## src/rtl/vga_timing_pkg.sv

```systemverilog
// vga_timing_pkg: 640x480@60 default timing set and shared raster helpers.
package vga_timing_pkg;
  localparam int DEF_H_ACTIVE = 640;
  localparam int DEF_H_FP     = 16;
  localparam int DEF_H_SYNC   = 96;
  localparam int DEF_H_BP     = 48;
  localparam int DEF_V_ACTIVE = 480;
  localparam int DEF_V_FP     = 10;
  localparam int DEF_V_SYNC   = 2;
  localparam int DEF_V_BP     = 33;
  localparam int DEF_CNT_W    = 10;
  function automatic int timing_total(input int active, input int fp, input int sync, input int bp);
    return active + fp + sync + bp;
  endfunction
  function automatic logic in_window(input int unsigned cnt, input int unsigned lo, input int unsigned hi);
    return cnt >= lo && cnt < hi;
  endfunction
endpackage

```

## src/rtl/vga_axis_counter.sv

```systemverilog
// vga_axis_counter: modulo-TOTAL raster axis counter parked at TOTAL-1 after reset.
module vga_axis_counter
  import vga_timing_pkg::*;
#(
  parameter int TOTAL = 800,
  parameter int CNT_W = 10
) (
  input  logic             clk,
  input  logic             rst,
  input  logic             inc,
  output logic [CNT_W-1:0] cnt,
  output logic             wrap
);
  assign wrap = inc && cnt == CNT_W'(TOTAL - 1);
  always_ff @(posedge clk or posedge rst)
    if (rst) cnt <= CNT_W'(TOTAL - 1);
    else if (inc) cnt <= wrap ? '0 : cnt + CNT_W'(1);
endmodule

```

## src/rtl/vga_timing_gen.sv

```systemverilog
// vga_timing_gen: VGA raster timing with flags decoded from next-state counters; optional border output via VGA_TIMING_BORDER_EN.
module vga_timing_gen
  import vga_timing_pkg::*;
#(
  parameter int H_ACTIVE = DEF_H_ACTIVE,
  parameter int H_FP     = DEF_H_FP,
  parameter int H_SYNC   = DEF_H_SYNC,
  parameter int H_BP     = DEF_H_BP,
  parameter int V_ACTIVE = DEF_V_ACTIVE,
  parameter int V_FP     = DEF_V_FP,
  parameter int V_SYNC   = DEF_V_SYNC,
  parameter int V_BP     = DEF_V_BP,
  parameter int HS_POL   = 0,
  parameter int VS_POL   = 0,
  parameter int CNT_W    = DEF_CNT_W
) (
  input  logic             clk,
  input  logic             rst,
  input  logic             en,
  output logic [CNT_W-1:0] hcount,
  output logic [CNT_W-1:0] vcount,
  output logic             hsync,
  output logic             vsync,
  output logic             draw,
  output logic             line_start,
  output logic             frame_start
`ifdef VGA_TIMING_BORDER_EN
  ,output logic            border
`endif
);
  localparam int H_TOTAL = timing_total(H_ACTIVE, H_FP, H_SYNC, H_BP);
  localparam int V_TOTAL = timing_total(V_ACTIVE, V_FP, V_SYNC, V_BP);
  localparam logic HS_ACT = (HS_POL != 0);
  localparam logic VS_ACT = (VS_POL != 0);
  if (H_TOTAL > 2**CNT_W || V_TOTAL > 2**CNT_W || H_SYNC == 0 || V_SYNC == 0) begin : g_bad_cfg
    $error("vga_timing_gen: CNT_W too narrow or zero sync width");
  end
  logic             h_wrap, v_wrap, draw_nxt;
  logic [CNT_W-1:0] h_nxt, v_nxt;
  vga_axis_counter #(.TOTAL(H_TOTAL), .CNT_W(CNT_W)) u_h (
    .clk, .rst, .inc(en), .cnt(hcount), .wrap(h_wrap)
  );
  vga_axis_counter #(.TOTAL(V_TOTAL), .CNT_W(CNT_W)) u_v (
    .clk, .rst, .inc(en & h_wrap), .cnt(vcount), .wrap(v_wrap)
  );
  // Mirror the counters' next state so every flag lands on the same edge as the counts.
  always_comb begin
    h_nxt    = h_wrap ? '0 : (en ? hcount + CNT_W'(1) : hcount);
    v_nxt    = v_wrap ? '0 : (h_wrap ? vcount + CNT_W'(1) : vcount);
    draw_nxt = in_window(32'(h_nxt), 0, H_ACTIVE) && in_window(32'(v_nxt), 0, V_ACTIVE);
  end
  always_ff @(posedge clk or posedge rst)
    if (rst) begin
      draw        <= 1'b0;
      hsync       <= ~HS_ACT;
      vsync       <= ~VS_ACT;
      line_start  <= 1'b0;
      frame_start <= 1'b0;
    end else begin
      draw        <= draw_nxt;
      hsync       <= in_window(32'(h_nxt), H_ACTIVE + H_FP, H_ACTIVE + H_FP + H_SYNC) ? HS_ACT : ~HS_ACT;
      vsync       <= in_window(32'(v_nxt), V_ACTIVE + V_FP, V_ACTIVE + V_FP + V_SYNC) ? VS_ACT : ~VS_ACT;
      line_start  <= h_wrap;
      frame_start <= v_wrap;
    end
`ifdef VGA_TIMING_BORDER_EN
  always_ff @(posedge clk or posedge rst)
    if (rst) border <= 1'b0;
    else border <= draw_nxt && (h_nxt == '0 || h_nxt == CNT_W'(H_ACTIVE - 1) ||
                                v_nxt == '0 || v_nxt == CNT_W'(V_ACTIVE - 1));
`endif
endmodule

```

## config.mk

```make
export PLATFORM = sky130hd
export DESIGN_NAME = vga_timing_gen
export DESIGN_NICKNAME = d
export VERILOG_FILES = /design/src/rtl/vga_timing_pkg.sv /design/src/rtl/vga_axis_counter.sv /design/src/rtl/vga_timing_gen.sv
export SDC_FILE = /design/constraint.sdc
export NUM_CORES = 1
export LEC_CHECK = 0
export BUFFER_PORTS_ARGS = -buffer_cell sky130_fd_sc_hd__buf_2
export CAP_MARGIN = 20
export CORE_MARGIN = 2
export CORE_UTILIZATION = 25
export CTS_CLUSTER_DIAMETER = 120
export CTS_CLUSTER_SIZE = 12
export DETAILED_ROUTE_END_ITERATION = 16
export PLACE_DENSITY = 0.38
export SLEW_MARGIN = 20
export SYNTH_ARGS = -nofsm -noshare
export SYNTH_HDL_FRONTEND = slang
export SYNTH_SLANG_ARGS = --single-unit
```

## constraint.sdc

```tcl
create_clock -name clk -period 3.66 [get_ports clk]
set_clock_uncertainty 0.2 [all_clocks]
set_input_delay 0.549 -clock clk [delete_from_list [all_inputs] [get_ports clk]]
set_output_delay 0.549 -clock clk [all_outputs]
set_load 0.01 [all_outputs]
```

# After elaboration in Yosys (flattened, before gate mapping)
# Index checks and enable logic that the tools add are counted.
[op_classes] addsub=2 n_lt_le_gt_ge=6 n_eq_ne=2 muxes=8 n_bitwise=1 reduce_logical=5
[ops] op="$mux 10" n=6
[ops] op="$add 10x1->10 const B" n=2
[ops] op="$eq 10x10->1 const B" n=2
[ops] op="$lt 10x10->1 const B" n=2
[ops] op="$lt 10x9->1 const B" n=2
[ops] op="$ge 10x10->1 const B" n=1
[ops] op="$ge 10x9->1 const B" n=1
[ops] op="$logic_and 1x1->1" n=5
[ops] op="$mux 1" n=2
[ops] op="$and 1x1->1" n=1
[totals] regBits=25 input_bits=3 out_inout_bits=25 wordCells=31

# Logic depth before layout (Yosys ltp)
[depth] word_depth=8 depth_mapped=9 mapped_depth_nobuf=7

# Hierarchy
# A second synthesis with hierarchy kept.
[unflattened] cells_unflattened=178 hier_area_um2=1635.3
[by_module_without_submodules] module="vga_timing_gen" n_inst=1 cells_per_inst=75 area_each_um2=584.3 seq_area_each_um2=127.6
[by_module_without_submodules] module="vga_axis_counter (u_h)" n_inst=1 cells_per_inst=49 area_each_um2=543.0 seq_area_each_um2=259.0
[by_module_without_submodules] module="vga_axis_counter (u_v)" n_inst=1 cells_per_inst=54 area_each_um2=508.0 seq_area_each_um2=254.0

# Worst setup path after synthesis
# Ideal clock, no wire load.
[synth_timing] path_kind="input-to-reg" start="in en" end="reg vsync" setup_ns=0.086 arrival_ns=2.330 required_time_ns=3.374 path_slack_ns=1.044 cell_stages=8 n_path_buf=2 path_cell_list="clkbuf_1 nand3_1 or4_4 buf_6 clkinv_8 nand2_4 o31a_1 a2111o_1"
[synth_via] elab_chain_cells=7 word_cells_on_any_way=9 classes_between="order compare: 2; mux: 3; bitwise: 1; reduce/logical: 3"
[synth_lines] item="start: declaration" line_no="vga_timing_gen.sv:19" text="input logic en,"
[synth_lines] item="$logic_and 1x1->1" line_no="vga_axis_counter.sv:14" text="assign wrap = inc && cnt == CNT_W'(TOTAL - 1);"
[synth_lines] item="$and 1x1->1" line_no="vga_timing_gen.sv:44" text=".clk, .rst, .inc(en & h_wrap), .cnt(vcount), .wrap(v_wrap)"
[synth_lines] item="$logic_and 1x1->1" line_no="vga_axis_counter.sv:14"
[synth_lines] item="$mux 10 *" line_no="vga_timing_gen.sv:49" text="v_nxt = v_wrap ? '0 : (h_wrap ? vcount + CNT_W'(1) : vcount);"
[synth_lines] item="$ge 10x9->1 / $lt 10x9->1 (equally long branches)" line_no="vga_timing_pkg.sv:16" text="return cnt >= lo && cnt < hi;"
[synth_lines] item="$logic_and 1x1->1 *" line_no="vga_timing_pkg.sv:16"
[synth_lines] item="$mux 1 *" line_no="vga_timing_gen.sv:62" text="vsync <= in_window(32'(v_nxt), V_ACTIVE + V_FP, V_ACTIVE + V_FP + V_SYNC) ? VS_ACT : ~VS_ACT;"
[synth_lines] item="end signal: assignment" line_no="vga_timing_gen.sv:56" text="vsync <= ~VS_ACT;"
[synth_lines] item="end signal: assignment" line_no="vga_timing_gen.sv:62"
[synth_lines] item="end: declaration" line_no="vga_timing_gen.sv:23" text="output logic vsync,"
# Mark *: on every way between the ends. The rest lies on a longest branch, timed or not.
# A chain may end at the register's enable or synchronous reset.

# Worst setup path after layout
[layout_timing] start="reg u_h.cnt[0]" end="reg vsync"
[layout_via] elab_chain_cells=8 word_cells_on_any_way=10 classes_between="order compare: 2; eq/ne: 1; mux: 3; bitwise: 1; reduce/logical: 3"
[layout_lines] item="start: declaration" line_no="vga_axis_counter.sv:11" text="output logic [CNT_W-1:0] cnt,"
[layout_lines] item="start signal: assignment" line_no="vga_axis_counter.sv:16" text="if (rst) cnt <= CNT_W'(TOTAL - 1);"
[layout_lines] item="start signal: assignment" line_no="vga_axis_counter.sv:17" text="else if (inc) cnt <= wrap ? '0 : cnt + CNT_W'(1);"
[layout_lines] item="$eq 10x10->1 *" line_no="vga_axis_counter.sv:14"
[layout_lines] item="$logic_and 1x1->1 *" line_no="vga_axis_counter.sv:14"
[layout_lines] item="$and 1x1->1" line_no="vga_timing_gen.sv:44"
[layout_lines] item="$logic_and 1x1->1" line_no="vga_axis_counter.sv:14"
[layout_lines] item="$mux 10 *" line_no="vga_timing_gen.sv:49"
[layout_lines] item="$ge 10x9->1 / $lt 10x9->1 (equally long branches)" line_no="vga_timing_pkg.sv:16"
[layout_lines] item="$logic_and 1x1->1 *" line_no="vga_timing_pkg.sv:16"
[layout_lines] item="$mux 1 *" line_no="vga_timing_gen.sv:62"
# Marks and branches as above.

==> flow_summary.toml <==
[outcome]
status = "finished, final reports clean"

[route]
dr.pass1.iters = 4
wl_per_cell_um = 13.5
drc_errors = 0
routed_via_density = 4.78
drtAntennaViolNets = 0
routed_wl_um = 3300
num_vias = 1172
drt_iter0_drc = 53

[critical_path]
crit_slowest_cell = "or4_4"
cp_num_buf_inv = 1
critical_path.top_delay_family = "simple AND/OR/NAND/NOR gates"
critPathLaunchType = "register"
r2r_cells = 7
required_ns = 3.65
worstSetupEndpointType = "register"
critPathMaxStageDelay_ns = 0.66
rrSetupSlack_ns = 0.86
crit_chain = "ha_1, nand3_1, or4_4, clkinv_8, nand2_4, o31a_1, a2111o_1"
crit_path_max_fanout = 16
cp.arrival_ns = 2.79
critical_path_class = "reg2reg"
r2r_end = "vsync"
r2r-start = "u_h.cnt[0]"

[clock_network]
cts.sinks = 25
root_buffer = "clkbuf_8"
clk_pin_slew_ns = 0.09
post_cts_resized = 0
clock_latency_ns = 0.26
cts_tree = "done"
cts_buffers = 3
h-tree-depth = 1
post_cts_buffers = 0
ctsHoldBuffers = 0
cts_max_path_buffers = 2

[sta]
finalHoldViolCount = 0
fmaxAchievable_mhz = 357
period_share = 0.765
tns_ns = 0
finalCriticalPeriod_ns = 2.80
max-slew-margin-rel = 0.654
slew_violations = 0
worst_pin_slew_ns = 0.518
rsz0062_at_grt = "no"
setup_violations = 0

[cells_and_area]
drive_gt1_frac = 0.277
final_core_util = 0.302
syn_to_final_growth_pct = 16.4
final_cell_mix = "buf_2 (27), nand2_1 (16), dfrtp_1 (13)"
layout.cells.non_filler = 245
n_antenna_cell = 0
nets = 180
layout.cells.most_common = "buf_2"

[hold_path]
hold_class = "in2async"

[floorplanning]
start_util = 0.259
die_h_um = 79.6
die_w_um = 79.6
rows = 27
pin_count = 28
fp.coreArea_mm2 = 0.00551
die-area_mm2 = 0.00633

[placement]
portBuffers = 27
dp_hpwl_um = 2430
routabilityCongestion = 0.862
dp_cells = 240

[yosys]
yosys.cell_types.count = 43
avgSynthCellArea_um2 = 9.52
synth_edf_count = 0
async_reset_ff_frac = 1.00
yosysWarnings = 0
synthesis.area_mm2 = 0.00143
synth_seq_cells = 25
synth_cells = 150
syn-num-nets = 156
synth_ff_type = "dfrtp_1"
seq_area_frac_synth = 0.449

[grt]
grt_max_degree = 26
grt.total_usage = 0.113
grt-ovfl-total = 0
grt_pass1_wl_um = 5650
grt_pass1_vias = 1155
antenna_found_initial = 0

[run]
cap_violations = 0

[power_and_ir_drop]
power_density_mw_per_mm2 = 454
power.leakage_nw = 0.707
power_mw = 0.754
ir_drop_mv = 0.214
## logic make-up (layout without fill, tap and decap cells)
group / after synthesis / count (layout) / synth area share
buffers and inverters: 18 / 41 / 0.0684
flip-flops: 25 / 25 / 0.449
AND/OR/NAND/NOR: 63 / 63 / 0.247
XOR/XNOR: 12 / 12 / 0.0736
AO/OA/AOI/OAI: 26 / 26 / 0.115
multiplexers: 3 / 3 / 0.0210
adder cells (fa/ha/maj): 3 / 3 / 0.0263
## synthesized netlist by cell type, drive strengths merged (2+ instances only)
| library cell | instances | area share |
|---|---|---|
| xor2 | 2 | 0.012 |
| nand3 | 6 | 0.021 |
| dfrtp | 13 | 0.23 |
| nor3b | 2 | 0.011 |
| dfstp | 12 | 0.22 |
| or2 | 2 | 0.0088 |
| nand2 | 17 | 0.050 |
| nor3 | 2 | 0.0070 |
| a21oi | 6 | 0.021 |
| mux2i | 3 | 0.021 |
| o211ai | 2 | 0.011 |
| ha | 3 | 0.026 |
| and3 | 3 | 0.013 |
| o31a | 2 | 0.012 |
| or3 | 3 | 0.013 |
| clkbuf | 5 | 0.013 |
| nor4 | 3 | 0.013 |
| o21ai | 9 | 0.032 |
| buf | 4 | 0.023 |
| nand4 | 7 | 0.031 |
| nor2 | 8 | 0.021 |
| or4 | 4 | 0.024 |
| xnor2 | 10 | 0.061 |
| inv | 8 | 0.021 |
## final cells by class
type                       count  area (um2)
tap                           72        90.1
timing repair buffer          28         150
clock buffer                   4        45.0
inverter                       9        46.3
multi-input combinational    107         689
fill                         587        3840
sequential                    25         641
## metrics by stage
step	hold slack, ns	setup slack, ns	instance area [um2]
after global routing	0.130	0.688	1660
final	0.104	0.859	1660
after global placement	0.315	0.938	1600
after floorplan	0.308	1.04	1430
after detailed placement	0.318	0.879	1600
after CTS	0.327	0.849	1650
## worst register-to-register path, cell delays in order (launching register included)
cell      delay [ns]
dfstp_2         0.56
ha_1            0.22
nand3_1         0.24
or4_4           0.66
clkinv_8        0.13
nand2_4         0.06
o31a_1          0.31
a2111o_1        0.35
## flip-flops by register name (all words and copies together), names as in the netlist
name         count
hsync            1
vsync            1
u_h.cnt         10
u_v.cnt         10
draw             1
frame_start      1
line_start       1
## routing by layer
| metal | up-vias | track usage | part of all wire |
|---|---|---|---|
| met4 | 0 | 0.0345 | 0.0076 |
| met5 | - | 0 | 0 |
| li1 | 581 | - | - |
| met2 | 40 | 0.179 | 0.47 |
| met1 | 549 | 0.158 | 0.46 |
| met3 | 2 | 0.0181 | 0.061 |
## how the worst max path moves through the flow
stage / from / to / slack, ns / cells after the start
2_1_floorplan: en / vsync / 1.04 / 8
3_3_place_gp: u_h.cnt[0] / vsync / 0.94 / 7
3_5_place_dp: u_h.cnt[0] / vsync / 0.88 / 7
4_1_cts: u_h.cnt[0] / vsync / 0.85 / 7
5_1_grt: u_h.cnt[0] / vsync / 0.69 / 7
6_report: u_h.cnt[0] / vsync / 0.86 / 7
## power breakdown
group | internal, mW | switching [mW] | leakage [nW] | total [mW]
registers | 0.330 | 0.0660 | 0.295 | 0.396
logic | 0.0903 | 0.105 | 0.390 | 0.195
clock network | 0.0777 | 0.0856 | 0.0228 | 0.163
total | 0.498 | 0.256 | 0.707 | 0.754
No activity file was read; power rests on OpenSTA's default activity.
